`src/rtl/job_dispatcher.sv`:
```
// Initiator side of the go/kill/done worker handshake: runs a batch of worker
// jobs, aborting any run that overstays its timeout, and reports outcome counts.
module job_dispatcher #(
    parameter int COUNT_W    = 8,
    parameter int TIMEOUT_W  = 8,
    parameter int GAP_CYCLES = 2
) (
    input  logic                 clk,
    input  logic                 reset,
    input  logic                 req_valid,
    input  logic [COUNT_W-1:0]   req_count,
    input  logic [TIMEOUT_W-1:0] req_timeout,
    output logic                 req_ready,
    output logic                 worker_go,
    output logic                 worker_kill,
    input  logic                 worker_done,
    output logic                 busy,
    output logic [COUNT_W-1:0]   run_idx,
    output logic [COUNT_W-1:0]   ok_count,
    output logic [COUNT_W-1:0]   kill_count,
    output logic                 batch_done
);

    // state    | meaning
    // S_IDLE   | waiting for a batch request
    // S_LAUNCH | worker_go pulse, timer loaded
    // S_WAIT   | waiting for worker_done or timeout
    // S_KILL   | worker_kill pulse, run counted as killed
    // S_GAP    | idle spacing before the next run
    // S_FINISH | batch_done pulse
    typedef enum logic [2:0] {
        S_IDLE, S_LAUNCH, S_WAIT, S_KILL, S_GAP, S_FINISH
    } state_t;

    localparam int GAP_W = (GAP_CYCLES > 1) ? $clog2(GAP_CYCLES) : 1;

    state_t               state_q;
    logic [COUNT_W-1:0]   runs_left_q;
    logic [COUNT_W-1:0]   run_idx_q;
    logic [COUNT_W-1:0]   ok_q;
    logic [COUNT_W-1:0]   kill_cnt_q;
    logic [TIMEOUT_W-1:0] t_q;
    logic [TIMEOUT_W-1:0] timer_q;
    logic [GAP_W-1:0]     gap_q;
    logic                 ready_q;
    logic                 busy_q;
    logic                 go_q;
    logic                 kill_q;
    logic                 bdone_q;

    // Outputs are registered alongside the state transition that implies them.
    always_ff @(posedge clk) begin
        if (reset) begin
            state_q     <= S_IDLE;
            runs_left_q <= '0;
            run_idx_q   <= '0;
            ok_q        <= '0;
            kill_cnt_q  <= '0;
            t_q         <= '0;
            timer_q     <= '0;
            gap_q       <= '0;
            ready_q     <= 1'b1;
            busy_q      <= 1'b0;
            go_q        <= 1'b0;
            kill_q      <= 1'b0;
            bdone_q     <= 1'b0;
        end else begin
            go_q    <= 1'b0;
            kill_q  <= 1'b0;
            bdone_q <= 1'b0;
            case (state_q)
                S_IDLE: begin
                    if (req_valid) begin
                        runs_left_q <= req_count;
                        t_q         <= req_timeout;
                        run_idx_q   <= '0;
                        ok_q        <= '0;
                        kill_cnt_q  <= '0;
                        ready_q     <= 1'b0;
                        busy_q      <= 1'b1;
                        if (req_count != '0) begin
                            state_q <= S_LAUNCH;
                            go_q    <= 1'b1;
                        end else begin
                            state_q <= S_FINISH;
                            bdone_q <= 1'b1;
                        end
                    end
                end
                S_LAUNCH: begin
                    timer_q <= t_q;
                    state_q <= S_WAIT;
                end
                S_WAIT: begin
                    // done wins over a timeout landing in the same cycle
                    if (worker_done) begin
                        if (ok_q != '1) ok_q <= ok_q + 1'b1;
                        run_idx_q   <= run_idx_q + 1'b1;
                        runs_left_q <= runs_left_q - 1'b1;
                        gap_q       <= GAP_W'(GAP_CYCLES - 1);
                        state_q     <= S_GAP;
                    end else if (t_q != '0 && timer_q == TIMEOUT_W'(1)) begin
                        state_q <= S_KILL;
                        kill_q  <= 1'b1;
                    end else if (t_q != '0) begin
                        timer_q <= timer_q - 1'b1;
                    end
                end
                S_KILL: begin
                    if (kill_cnt_q != '1) kill_cnt_q <= kill_cnt_q + 1'b1;
                    run_idx_q   <= run_idx_q + 1'b1;
                    runs_left_q <= runs_left_q - 1'b1;
                    gap_q       <= GAP_W'(GAP_CYCLES - 1);
                    state_q     <= S_GAP;
                end
                S_GAP: begin
                    if (gap_q == '0) begin
                        if (runs_left_q != '0) begin
                            state_q <= S_LAUNCH;
                            go_q    <= 1'b1;
                        end else begin
                            state_q <= S_FINISH;
                            bdone_q <= 1'b1;
                        end
                    end else begin
                        gap_q <= gap_q - 1'b1;
                    end
                end
                S_FINISH: begin
                    state_q <= S_IDLE;
                    ready_q <= 1'b1;
                    busy_q  <= 1'b0;
                end
                default: begin
                    state_q <= S_IDLE;
                    ready_q <= 1'b1;
                    busy_q  <= 1'b0;
                end
            endcase
        end
    end

    assign req_ready   = ready_q;
    assign busy        = busy_q;
    assign worker_go   = go_q;
    assign worker_kill = kill_q;
    assign batch_done  = bdone_q;
    assign run_idx     = run_idx_q;
    assign ok_count    = ok_q;
    assign kill_count  = kill_cnt_q;

endmodule

```
`config.mk`:
```
export PLATFORM = sky130hd
export DESIGN_NAME = job_dispatcher
export DESIGN_NICKNAME = d
export VERILOG_FILES = /design/src/rtl/job_dispatcher.sv
export SDC_FILE = /design/constraint.sdc
export NUM_CORES = 1
export LEC_CHECK = 0
export BUFFER_PORTS_ARGS = -buffer_cell sky130_fd_sc_hd__buf_2
export CAP_MARGIN = 40
export CORE_MARGIN = 3
export CORE_UTILIZATION = 45
export DETAILED_ROUTE_END_ITERATION = 12
export PLACE_DENSITY = 0.66
export SYNTH_ARGS = -nofsm -noshare
export SYNTH_HDL_FRONTEND = slang
export SYNTH_SLANG_ARGS = --single-unit
```
`constraint.sdc`:
```
create_clock -name clk -period 2.25 [get_ports clk]
set_input_delay 0.225 -clock clk [delete_from_list [all_inputs] [get_ports clk]]
set_output_delay 0.225 -clock clk [all_outputs]
set_load 0.02 [all_outputs]
```
==> results.txt <==
----------------------------------------------------
[Die]
  # IOs ... about 50
  Die W ... roughly 90 um
  Die area ... 0.007797 mm2
  Die Ht ... 88.30 um
  Total number of placement rows ... 29
  Core area ... around 0.0065 mm2
  Initial cell density of the core ... 0.4719

[Critical path]
  Type of the worst setup path ... flop to flop
  Critical Path End ... timer_q[0]
  Internal reg-to-reg setup slack ... 120 ps
  Largest fanout of any net on the critical path ... 15
  Worst R2R Path Depth ... 4
  Start point of the critical path ... state_q[1]
  Origin of the critical flop-to-flop path ... state_q[1]
  Data arrival time of the critical path ... 2400 ps
  Kind of start point of the critical path ... flop
  Crit. End Element ... flop
  Required time worst endpoint ... 2520 ps
  Reg-to-reg critical path endpoint ... timer_q[0]

[Pwr]
  Highest ir drop seen on vdd ... 0.4047 mV
  Power density of the placed cells ... 806.1 mW/mm2
  Part of the total power dissipated in combinational logic ... 0.287
  Switching fraction of total power ... 0.3611
  Static leakage power ... between 1 and 1.5 nW
  Overall power ... 2.853 mW
  Pint ... 1.823 mW
  P_sw ... 1.030 mW
  Flop pwr share ... 0.419
  Clock power share ... 0.294

[CTS]
  H-Tree Depth ... 3
  Number of setup buffers added after CTS ... 0
  Clock tree from TritonCTS ... yes
  Sink Count ... 57
  Root cell of the clock tree ... sky130_fd_sc_hd__clkbuf_8
  Number of buffers between clock root and the deepest sink ... 2
  Reg clk slew, reported paths ... 70 ps
  Insertion delay of the later-clocked pin in the worst-skew pair ... 340 ps
  Cells resized by post-CTS repair ... 0
  Clock buffers created by TritonCTS ... 9
  Post-cts hold buffer count ... 0

[Layout]
  Number of filler cells placed in the layout ... between 500 and 600
  Non-Filler Instances ... 503
  Final design utilization ... 0.5480
  Layout Area Growth over Synthesis ... 16.13%
  Fraction of final layout cells with drive strength greater than 1 ... 0.2089
  Diode count ... 0
  Post-layout nets ... 448

[STA]
  Final sum of negative setup slack ... 0 ps
  Number of endpoints with negative hold slack in the final report ... 0
  Hold slack final ... 119.5 ps
  Setup clock skew after layout ... 4.553 ps
  Max-slew violation count ... 0
  Setup repair after global routing missed its margin ... no
  Post-route fraction of the period consumed by the critical path ... 0.9460
  Endpoints failing setup ... 0
  Upper clock frequency limit ... 469.8 MHz
  Actual slew at the worst max-slew pin ... approximately 660 ps
  Worst slew margin relative to its limit ... 0.5534
  Post-route minimum period ... approximately 2100 ps

[Route]
  Count of unresolved DRC violations after routing ... 0
  Total iterations of the first detailed-routing run ... 4
  Drt initial violations ... 130
  Via density ... 5.845
  Total vias in the final route ... 2940
  Aggregate routed wire length ... 7492 um
  Number of nets with antenna violations after detailed routing ... 0
  Wirelength per Cell ... 14.89 um

[Placement]
  Cell count after placement ... 487
  Placer's final routability congestion estimate ... 0.8651
  Total half-perimeter wirelength after legalization and detailed placement ... 5398 um
  IO Port Bufs ... 48

[Synth]
  Register bit total from synthesis ... 57
  Cell area after technology mapping ... 0.003048 mm2
  Synth warn ... 0
  Post-Synthesis Mean Instance Area ... 8.171 um2
  Post-synthesis net count ... 400
  Async set-reset flop share out of synthesis ... 0
  Number of instances in the synthesized netlist ... 373
  Number of flops mapped to enable cells by yosys ... 0
  Top_reg_cell synth ... sky130_fd_sc_hd__dfxtp_1
  Netlist cell types ... 56
  Sequential element share of the synthesized area ... 0.3744

[Run]
  Max-cap check violation count ... 0

[Min path]
  Type of the tightest min-delay check ... input port to flop

[Global route]
  Combined global-route utilization of all metal layers ... 0.2026
  Wire length of the first global-routing pass ... between 10000 and 15000 um
  GRT overflow ... 0
  Initial antenna violation count ... 0
  Pin count of the biggest net entering global routing ... 32
  Number of global-route vias before repair ... 2672

[Run status]
  Result of the run ... complete, no violations

----------------------------------------------------
worst max-delay path, cell delays in order, from the launching register on:
cell	delay [ps]
sky130_fd_sc_hd__dfxtp_1	590
sky130_fd_sc_hd__or4b_4	540
sky130_fd_sc_hd__a31o_1	310
sky130_fd_sc_hd__a2111o_1	470
sky130_fd_sc_hd__a21oi_2	140
through the flow:
step | area, um2 | setup slack (ps)
finish | 3540 | 121.6
global placement | 3368 | 215.3
global route | 3540 | 28.92
detailed placement | 3368 | 170.3
floorplan | 3048 | 394.8
CTS | 3540 | 127.8
worst min path at each step:
stage / from / end / slack (ps) / depth (start not counted)
floorplan: req_timeout[7] / t_q[7] / 360 / 2
global placement: t_q[1] / t_q[1] / 460 / 2
detailed placement: t_q[1] / t_q[1] / 460 / 2
CTS: req_timeout[5] / t_q[5] / 110 / 3
global route: req_timeout[5] / t_q[5] / 110 / 3
finish: req_timeout[5] / t_q[5] / 120 / 3
cell usage after synthesis (2+ instances only):
master | number | area share
sky130_fd_sc_hd__dfxtp_1 | 57 | 0.37
sky130_fd_sc_hd__nand2_1 | 43 | 0.053
sky130_fd_sc_hd__a21oi_1 | 41 | 0.067
sky130_fd_sc_hd__nor2_1 | 25 | 0.031
sky130_fd_sc_hd__clkbuf_1 | 18 | 0.022
sky130_fd_sc_hd__nand3_1 | 17 | 0.028
sky130_fd_sc_hd__o21ai_0 | 15 | 0.025
sky130_fd_sc_hd__inv_1 | 11 | 0.014
sky130_fd_sc_hd__or4_1 | 11 | 0.027
sky130_fd_sc_hd__nor3_1 | 10 | 0.016
sky130_fd_sc_hd__or3_1 | 9 | 0.018
sky130_fd_sc_hd__a211oi_1 | 8 | 0.020
sky130_fd_sc_hd__ha_1 | 7 | 0.029
sky130_fd_sc_hd__a22oi_1 | 6 | 0.015
sky130_fd_sc_hd__mux2i_1 | 6 | 0.020
sky130_fd_sc_hd__nor3b_1 | 6 | 0.015
sky130_fd_sc_hd__o31ai_1 | 6 | 0.015
sky130_fd_sc_hd__a221oi_1 | 5 | 0.014
sky130_fd_sc_hd__o2111ai_1 | 5 | 0.014
sky130_fd_sc_hd__o32ai_1 | 5 | 0.014
sky130_fd_sc_hd__nor4_1 | 4 | 0.0082
sky130_fd_sc_hd__or3b_2 | 4 | 0.011
sky130_fd_sc_hd__a2111o_1 | 3 | 0.011
sky130_fd_sc_hd__a21o_1 | 3 | 0.0074
sky130_fd_sc_hd__and3_1 | 3 | 0.0062
sky130_fd_sc_hd__nand2b_1 | 3 | 0.0062
sky130_fd_sc_hd__or2_2 | 3 | 0.0062
sky130_fd_sc_hd__a21boi_0 | 2 | 0.0049
sky130_fd_sc_hd__and2_1 | 2 | 0.0041
sky130_fd_sc_hd__buf_6 | 2 | 0.0074
sky130_fd_sc_hd__mux2_2 | 2 | 0.0074
sky130_fd_sc_hd__nand4_1 | 2 | 0.0041
sky130_fd_sc_hd__nor2b_1 | 2 | 0.0041
sky130_fd_sc_hd__o211ai_1 | 2 | 0.0049
sky130_fd_sc_hd__o21a_1 | 2 | 0.0049
sky130_fd_sc_hd__o221ai_1 | 2 | 0.0057
sky130_fd_sc_hd__o22ai_1 | 2 | 0.0041
cell type report:
cell class	instances	area (um2)	share of cell area
multi-input cells	283	1767	0.4991
flip-flops and latches	57	1141	0.3224
repair buffers	59	322.8	0.09120
clock buffers	9	123.9	0.03499
well taps	77	96.34	0.02722
clock inverters	7	47.55	0.01343
inverters	11	41.29	0.01166
cell usage in the layout (no fill, tap or decap), types with 7 or more instances in the layout:
master	instances
sky130_fd_sc_hd__dfxtp_1	57
sky130_fd_sc_hd__buf_2	48
sky130_fd_sc_hd__nand2_1	43
sky130_fd_sc_hd__a21oi_1	41
sky130_fd_sc_hd__nor2_1	25
sky130_fd_sc_hd__nand3_1	17
sky130_fd_sc_hd__o21ai_0	15
sky130_fd_sc_hd__inv_1	11
sky130_fd_sc_hd__or4_1	11
sky130_fd_sc_hd__buf_4	11
sky130_fd_sc_hd__nor3_1	10
sky130_fd_sc_hd__or3_1	9
sky130_fd_sc_hd__clkbuf_8	9
sky130_fd_sc_hd__a211oi_1	8
sky130_fd_sc_hd__ha_1	7
sequential cells by signal, summed over array words and instances (netlist names):
| name | cells |
|---|---|
| worker_kill | 1 |
| req_ready | 1 |
| ok_count | 8 |
| gap_q | 1 |
| worker_go | 1 |
| state_q | 3 |
| kill_count | 8 |
| timer_q | 8 |
| busy | 1 |
| runs_left_q | 8 |
| t_q | 8 |
| run_idx | 8 |
| batch_done | 1 |
metal layers:
layer  vias to the layer above  track usage  part of all wire
met5                         -            0                 0
met4                         0      0.06731             0.013
met3                         9      0.04283             0.036
met2                        57       0.3195              0.46
met1                      1375       0.2762              0.49
li1                       1499            -                 -
cells by family (layout without fill, tap and decap cells):
logic type                 Yosys count  in the layout  synth area share
and+or+nand+nor                    150            150            0.2615
adders and majority gates            7              7           0.02873
muxes                                8              8           0.02709
xor gates and xnor gates             1              1          0.002874
buffers and inverters               33             86           0.04597
DFF                                 57             57            0.3744
AOI/OAI and AO/OA                  117            117            0.2594
power by group through the flow:
stage | Combinational, mW | Sequential [mW] | Clock [mW]
after floorplan | 0.604 | 1.20 | 0
after global placement | 0.811 | 1.21 | 0
after detailed placement | 0.816 | 1.22 | 0
after CTS | 0.821 | 1.19 | 0.858
after global routing | 0.925 | 1.21 | 0.905
final | 0.820 | 1.19 | 0.839
(Power assumes the default switching activity.)
